### config.mk
export PLATFORM = sky130hd
export DESIGN_NAME = mp_deq_serializer
export DESIGN_NICKNAME = d
export VERILOG_FILES = /design/src/rtl/mp_deq_serializer_pkg.sv /design/src/rtl/mp_deq_serializer_lane_prefix_cnt.sv /design/src/rtl/mp_deq_serializer.sv
export SDC_FILE = /design/constraint.sdc
export NUM_CORES = 1
export LEC_CHECK = 0
export BUFFER_PORTS_ARGS = -buffer_cell sky130_fd_sc_hd__buf_4
export CORE_ASPECT_RATIO = 1.25
export CORE_MARGIN = 2
export CORE_UTILIZATION = 35
export CTS_CLUSTER_DIAMETER = 30
export DETAILED_ROUTE_END_ITERATION = 8
export SLEW_MARGIN = 10
export SYNTH_ARGS = -nofsm -noshare
export SYNTH_HDL_FRONTEND = slang
export SYNTH_HIERARCHICAL = 1
export SYNTH_SLANG_ARGS = --single-unit
### constraint.sdc
create_clock -name clk -period 3.5 [get_ports clk]
set_input_delay 0.7 -clock clk [delete_from_list [all_inputs] [get_ports clk]]
set_output_delay 0.7 -clock clk [all_outputs]
set_load 0.01 [all_outputs]
### src/rtl/mp_deq_serializer_pkg.sv
// Shared helpers for the multi-port dequeue serializer.
// Width helpers only; every width itself is still derived inside the modules that use it.
package mp_deq_serializer_pkg;

    // A read index must be at least one bit wide, even for a single-entry buffer.
    function automatic int idx_width(input int entries);
        return (entries > 1) ? $clog2(entries) : 1;
    endfunction

endpackage

### src/rtl/mp_deq_serializer_lane_prefix_cnt.sv
// Finds the contiguous run of valid lanes starting at lane 0 and counts it.
// Lanes above the first non-valid lane are never taken, which keeps the FIFO order intact.
module lane_prefix_cnt #(
    parameter int DEQ_WIDTH = 4,
    parameter int CNT_W     = 3
) (
    input  logic [DEQ_WIDTH-1:0] vld,
    output logic [DEQ_WIDTH-1:0] take,
    output logic [CNT_W-1:0]     n
);

    logic run;

    always_comb begin
        run  = 1'b1;
        take = '0;
        n    = '0;
        for (int i = 0; i < DEQ_WIDTH; i++) begin
            run     = run & vld[i];
            take[i] = run;
            n       = n + CNT_W'(run);
        end
    end

endmodule

### src/rtl/mp_deq_serializer.sv
// Takes a bundle of up to DEQ_WIDTH entries from a multi-port FIFO and emits it one entry per cycle.
// The next bundle is loaded on the same edge that the last entry of the current one is accepted.
module mp_deq_serializer
    import mp_deq_serializer_pkg::*;
#(
    parameter int PAYLOAD_WIDTH = 3,
    parameter int DEQ_WIDTH     = 4
) (
    input  logic                               clk,
    input  logic                               rst,
    input  logic [DEQ_WIDTH-1:0]               deq_vld_i,
    input  logic [PAYLOAD_WIDTH*DEQ_WIDTH-1:0] deq_payload_i,
    output logic [DEQ_WIDTH-1:0]               deq_rdy_o,
    output logic                               out_vld_o,
    output logic [PAYLOAD_WIDTH-1:0]           out_payload_o,
    input  logic                               out_rdy_i,
    input  logic                               flush_i
);

    localparam int CNT_W = $clog2(DEQ_WIDTH + 1);
    localparam int IDX_W = idx_width(DEQ_WIDTH);

    logic [PAYLOAD_WIDTH-1:0] buffer [DEQ_WIDTH];
    logic [CNT_W-1:0]         cnt;
    logic [IDX_W-1:0]         rd_idx;
    logic [CNT_W-1:0]         remaining;
    logic [DEQ_WIDTH-1:0]     take;
    logic [CNT_W-1:0]         n;
    logic                     load_en;
    logic                     load_fire;
    logic                     advance;

    lane_prefix_cnt #(
        .DEQ_WIDTH (DEQ_WIDTH),
        .CNT_W     (CNT_W)
    ) u_lane_prefix_cnt (
        .vld  (deq_vld_i),
        .take (take),
        .n    (n)
    );

    assign remaining = cnt - CNT_W'(rd_idx);

    // Reload when empty, or when the last held entry leaves this very cycle.
    assign load_en   = !flush_i && ((remaining == '0) ||
                                    ((remaining == CNT_W'(1)) && out_rdy_i));
    assign load_fire = load_en && (n != '0);
    assign advance   = out_vld_o && out_rdy_i;

    assign deq_rdy_o     = load_en ? take : '0;
    assign out_vld_o     = (remaining != '0);
    assign out_payload_o = buffer[rd_idx];

    always_ff @(posedge clk or posedge rst) begin
        if (rst) begin
            cnt    <= '0;
            rd_idx <= '0;
        end else if (flush_i) begin
            cnt    <= '0;
            rd_idx <= '0;
        end else if (load_fire) begin
            cnt    <= n;
            rd_idx <= '0;
        end else if (advance) begin
            if (remaining > CNT_W'(1)) begin
                rd_idx <= rd_idx + IDX_W'(1);
            end else begin
                cnt    <= '0;
                rd_idx <= '0;
            end
        end
    end

    // Taken lanes are always 0..n-1, so slot k simply mirrors lane k; slots at or above n are don't-care.
    always_ff @(posedge clk) begin
        if (load_fire) begin
            for (int k = 0; k < DEQ_WIDTH; k++) begin
                buffer[k] <= deq_payload_i[k*PAYLOAD_WIDTH +: PAYLOAD_WIDTH];
            end
        end
    end

endmodule

==> impl_results.md, run 1 <==
* Crit-path slowest cell: dfrtp_1
* Post-DP HPWL at about 1400 microns
* Number of DRC markers in iteration 0 at 9
* CTS tree: yes
* Period minus WS final at approximately 3.3 ns
* Fillers at between 200 and 300
* Initial antenna violation count at 0
* Remaining Overflow, GRT at 0
* Worst-Margin Slew at ~0.89 ns
* WL/cell at approximately 13 microns
* Final Routed Wirelength at roughly 1800 microns
* FF-to-FF path depth at 5
* Sink Count at 17
* Asr flop ratio synth at just under 30%
* Crit-path leading delay family: adder cells
* Sequential share of the synthesized area at about half
* Largest area contributor in the netlist: edfxtp_1
* Post-route core utilization at a little under half
* Synth area leaders: edfxtp_1 (38%), dfrtp_1 (13%), mux4_2 (7.0%), ha_1 (5.2%), inv_1 (2.7%)
* Hold Vio Cnt, Final at 0
* Die width at slightly above 50 microns
* Ys flop type: edfxtp_1
* Initial Util at 36.1%
* Yosys reg bits at 17
* # rows at 21
* Tot Pwr at roughly 700 uW
* Ports at 28
* Via count of the first global-routing pass at between 700 and 800
* CTS max path bufs at 2
* Inserted Clock Buffers at 3
* Worst Skew at around 0.0093 ns
* Post-synth EDFFs at 12
* Worst path max stage delay at about 0.57 ns
* Max-slew headroom at between 40% and 50%
* Fin crit share at about 93%
* Largest net degree at the start of global routing at 17
* Setup Crit Path Kind: reg -> out
* Post-CTS setup buffer count at 0
* Synthesis-to-finish area growth at 26.5%
* Antenna-violating nets left at 0
* Post-synth net total at 95
* Leakage at about 0.50 nW
* Crit. End Element: output port
* Core region area at roughly 0.0027 sq mm
* R2R Setup Slk at slightly above 0.7 ns
* YS warnings at 6
* GRT Util Overall at between 10% and 20%
* Fmax achieved at 307 MHz
* Hold Slack at ~0.30 ns
* Clock slew at reported path FFs at 0.10 ns
* Worst Setup Start Kind: flop
* Top-count cell post-synth: edfxtp_1
* Avg Inst Size Synth at between 10 and 15 sq um
* Skew-Pair Late Insertion Delay at 0.29 ns
* Worst EP arrival at 2.56 ns
* Most frequent cells after synthesis: edfxtp_1 (12), inv_1 (7), dfrtp_1 (5), and2_1 (4), ha_1 (4)
* Synthesized netlist cell count at 70
* Max VDD drop at a little under 0.0002 V
* Mapped Area at around 960 sq um
* Fin. max-slew vios at 0
* Chip Height at 62.5 microns
* Netlist cell types at 33
* Avg Vias per Cell at 5.08
* MaxCap Viol Count at 0
* Worst hold path class: in -> async
* Total Nets Final at ~120
* Resized Gates After CTS at 0
* R2r endpoint: buffer[3][0]
* Bufs and invs on worst path at 2
* Placer congestion estimate at just under 0.8
* Critical Path Fanout Max at 8
* Number of antenna diodes at 0
* Status: completed
* DRC violations left at 0
* Worst path depth at 7
* # setup viols final at 0
* RSZ-0062 raised after global routing: no
* Die ar. at between 0.003 and 0.004 sq mm
* Crit path cell chain: ha_1 -> inv_1 -> fa_1 -> xnor2_2 -> nor4_4 -> and2_1 -> buf_4
* Global-route wire length before repair at 3110 microns
* PortBufs at 27
* Cell Pwr Density at around 570 mW/mm^2
* CTS Hold Bufs at 0
* Ratio of cells with drive above 1 in the final layout at 42.9%
* Area share of the largest cell type after synthesis at between 30% and 40%
* Worst r2r src: rd_idx[0]
* Required time of the critical path at roughly 2.8 ns
* Number of H-tree levels at 1
* Root Buffer: clkbuf_4
* Setup TNS Final at 0 ns
* Vias at roughly 670
* DR pass1 iterations at 4
## registers in the layout, summed over array words and instances (netlist names)
register / count
cnt: 3
rd_idx: 2
buffer: 12
## stage by stage
stage,setup WS [ns],instance area (sq um),instances
CTS,0.207,1210,132
finish,0.242,1210,132
floorplan,0.793,958,70
global route,0.0306,1210,132
detailed placement,0.457,1180,128
global placement,0.486,1180,128
## per-layer routing
| layer | vias to the layer above | GRT usage [%] | wire length [microns] |
|---|---|---|---|
| met1 | 322 | 14.0 | 713 |
| met4 | 0 | 7.77 | 27 |
| met2 | 17 | 23.0 | 952 |
| met3 | 2 | 1.67 | 60 |
| li1 | 330 | - | - |
| met5 | - | 0 | 0 |
## cell type report
| type | instances | area [sq um] | area share [%] |
|---|---|---|---|
| Sequential cell | 17 | 485 | 40.0 |
| Multi-Input combinational cell | 43 | 428 | 35.3 |
| Timing Repair Buffer | 27 | 203 | 16.7 |
| Tap cell | 34 | 42.5 | 3.51 |
| Inverter | 7 | 26.3 | 2.17 |
| Clock buffer | 3 | 22.5 | 1.86 |
| Clock inverter | 1 | 5.00 | 0.413 |
## cell families (layout without fill, tap and decap cells)
family          after synthesis  in the layout  share of synthesized area [%]
compound gates               14             14                           11.5
xor+xnor                      2              2                           2.61
buf+inv                      10             38                           4.70
flops                        17             17                           50.7
simple gates                 19             19                           16.2
fa+ha+maj                     5              5                           7.31
mux                           3              3                           7.05
## power breakdown
part | internal (mW) | switching (mW)
Combinational | 0.145 | 0.158
Sequential | 0.269 | 0.0241
Clock | 0.0425 | 0.0576
## placed cells by master, fill, tap and decap left out, drive strengths merged
master,n
and3b,1
and3,1
mux4,3
xor2,1
a211oi,1
dfrtp,5
and2,5
a31o,1
nor2,2
nand2,1
clkinv,1
nand3b,1
nor3,1
o2111ai,2
o21ai,1
o211ai,3
fa,1
a31oi,1
or3b,1
nor2b,2
buf,27
a21boi,1
nor4b,1
and4,1
a2111oi,1
nand4,1
edfxtp,12
o2bb2ai,3
clkbuf,3
ha,4
xnor2,1
inv,7
nor4,1
## worst max path at each step
stage	to	from
2_1_floorplan	buffer[0][0]	deq_vld_i[1]
3_3_place_gp	buffer[0][0]	deq_vld_i[1]
3_5_place_dp	buffer[2][0]	deq_vld_i[1]
4_1_cts	deq_rdy_o[2]	rd_idx[0]
5_1_grt	deq_rdy_o[3]	rd_idx[0]
6_report	deq_rdy_o[2]	rd_idx[0]
Power figures use the tool's default switching activity.
==> inputs of run 2 (changes only) <==
Clock period 3.5 ns to 3.4 ns, I/O delays scaled along.
==> run 2 against run 1 <==
  * Global-route usage decreased by 0.76 points
  * Critical path depth up 1
  * Register-to-register slack gained 0.06 ns
  * Hold slack lost 0.014 ns
  * Worst setup slack improved by 0.11 ns
  * Sequential share of layout area fell by 0.21 points
  * Utilization grew 0.24 points
  * Sequential power about the same
  * Via count is 3.3% higher
==> impl_results.md, run 2 (synthesized netlist as in run 1, its figures left out) <==
* CTS tree: yes
* Core region area at 0.00265 sq mm (unchanged)
* Number of H-tree levels at 1 (unchanged)
* PortBufs at 27 (unchanged)
* Worst Setup Start Kind: flop
* Final Routed Wirelength at 1780 microns (+1.4%)
* Sink Count at 17 (unchanged)
* WL/cell at 13.4 microns (+0.66%)
* Cell Pwr Density at 595 mW/mm^2 (+3.6%)
* Leakage at 0.502 nW (+0.53%)
* Die ar. at 0.00318 sq mm (unchanged)
* Post-DP HPWL at 1420 microns (+0.20%)
* Crit. End Element: output port
* Max VDD drop at 0.000191 V (-3.2%)
* Biggest register: buffer
* Highest-count cells in the layout ignoring fill and taps: buf_4 (28), edfxtp_1 (12), inv_1 (7), dfrtp_1 (5)
* Ports at 28 (unchanged)
* Initial Util at 36.1% (unchanged)
* Pre-CTS WS at 0.331 ns (-0.126 ns)
* Required time of the critical path at 2.72 ns (-0.08 ns)
* Die width at 50.8 microns (unchanged)
* Max-slew headroom at 36.3% (-4.3 points)
* Synthesis-to-finish area growth at 27.2%
* Number of antenna diodes at 0 (unchanged)
* MaxCap Viol Count at 0 (unchanged)
* Initial antenna violation count at 0 (unchanged)
* Ratio of cells with drive above 1 in the final layout at 42.4% (-0.43 points)
* Clock slew at reported path FFs at 0.09 ns (about the same)
* Global-route wire length before repair at 2950 microns (-5.1%)
* Avg Vias per Cell at 5.21 (+2.5%)
* Tot Pwr at 726 uW (+4.1%)
* Total Nets Final at 125 (+0.81%)
* Largest regs: buffer (12), cnt (3), rd_idx (2)
* Largest net degree at the start of global routing at 17 (unchanged)
* Antenna-violating nets left at 0 (unchanged)
* Worst EP arrival at 2.37 ns (-0.19 ns)
* Worst Skew at 0.00380 ns (-0.00549 ns)
* Worst hold path class: in -> async
* Number of DRC markers in iteration 0 at 22 (+13)
* Chip Height at 62.5 microns (unchanged)
* Fin crit share at roughly nine tenths
* Root Buffer: clkbuf_4
* Fmax achieved at 328 MHz
* Status: completed
* Setup ws final at 0.353 ns (+0.111 ns)
* Commonest non-fill, non-tap cell in the layout: buf_4
* Critical Path Fanout Max at 7 (-1)
* Setup TNS Final at 0 ns (unchanged)
* Skew-Pair Late Insertion Delay at 0.28 ns (about the same)
* Resized Gates After CTS at 0 (unchanged)
* R2R Setup Slk at 0.77 ns (+0.06 ns)
* Post-route core utilization at 45.9% (+0.24 points)
* Max reg flops at 12 (unchanged)
* Remaining Overflow, GRT at 0 (unchanged)
* Worst-Margin Slew at 0.951 ns (+0.0644 ns)
* Fin. max-slew vios at 0 (unchanged)
* Vias at 693 (+3.3%)
* DR pass1 iterations at 4 (unchanged)
* Placer congestion estimate at 0.751 (-3.8%)
* Inserted Clock Buffers at 3 (unchanged)
* DRC violations left at 0 (unchanged)
* CTS Hold Bufs at 0 (unchanged)
* Period minus WS final at a little over 3 ns
* # rows at 21 (unchanged)
* Hold Slack at 0.288 ns (-0.0138 ns)
* Hold Vio Cnt, Final at 0 (unchanged)
* CTS max path bufs at 2 (unchanged)
* Setup Crit Path Kind: reg -> out
* Via count of the first global-routing pass at 675 (-4.1%)
* Post-CTS setup buffer count at 0 (unchanged)
* RSZ-0062 raised after global routing: no
* GRT Util Overall at 12.1% (-0.76 points)
* # setup viols final at 0 (unchanged)
==> run 2: area by class of cell <==
| class | instances | area (sq um) |
|---|---|---|
| fillers | 256 | 1440 |
| flip-flops and latches | 17 | 485 |
| multi-input cells | 43 | 428 |
| repair buffers | 28 | 210 |
| well taps | 34 | 42.5 |
| clock buffers | 4 | 26.3 |
| inverters | 7 | 26.3 |
==> run 2: where the power goes <==
group / total (mW) / leakage [nW] / switching (mW) / internal (mW)
sequential: 0.293 / 0.180 / 0.0155 / 0.277
combinational: 0.330 / 0.307 / 0.176 / 0.154
clock: 0.103 / 0.0150 / 0.0575 / 0.0456
total: 0.726 / 0.502 / 0.249 / 0.477
==> run 2: path summary, 6_finish.rpt <==
check,from,to,cells past startpoint
worst max-delay path,cnt[0],deq_rdy_o[2],8
worst min-delay path,rst,rd_idx[0],2
worst max register to register,cnt[0],buffer[3][0],6
worst min register to register,cnt[0],cnt[0],2
max in group asynchronous,rst,cnt[0],2
min in group clk,deq_payload_i[9],buffer[3][0],1
==> run 2: per-layer routing <==
layer / part of all wire (%) / global-route usage, % / vias up
met2: 53 / 20.9 / 20
li1: - / - / 331
met3: 3.4 / 0.957 / 5
met5: 0 / 0 / -
met1: 41 / 14.5 / 337
met4: 2.5 / 7.09 / 0
==> run 2: worst max-delay path: stages, from the launching register on <==
cell	delay [ns]
dfrtp_1	0.39
inv_1	0.06
ha_1	0.13
inv_1	0.05
fa_1	0.46
xnor2_2	0.27
nor4_4	0.42
and2_1	0.19
buf_4	0.12
==> run 2: stage by stage <==
step                cell area [sq um]  instances
floorplan                         958         70
global placement                 1190        129
detailed placement               1190        129
CTS                              1220        133
global route                     1220        133
finish                           1220        133
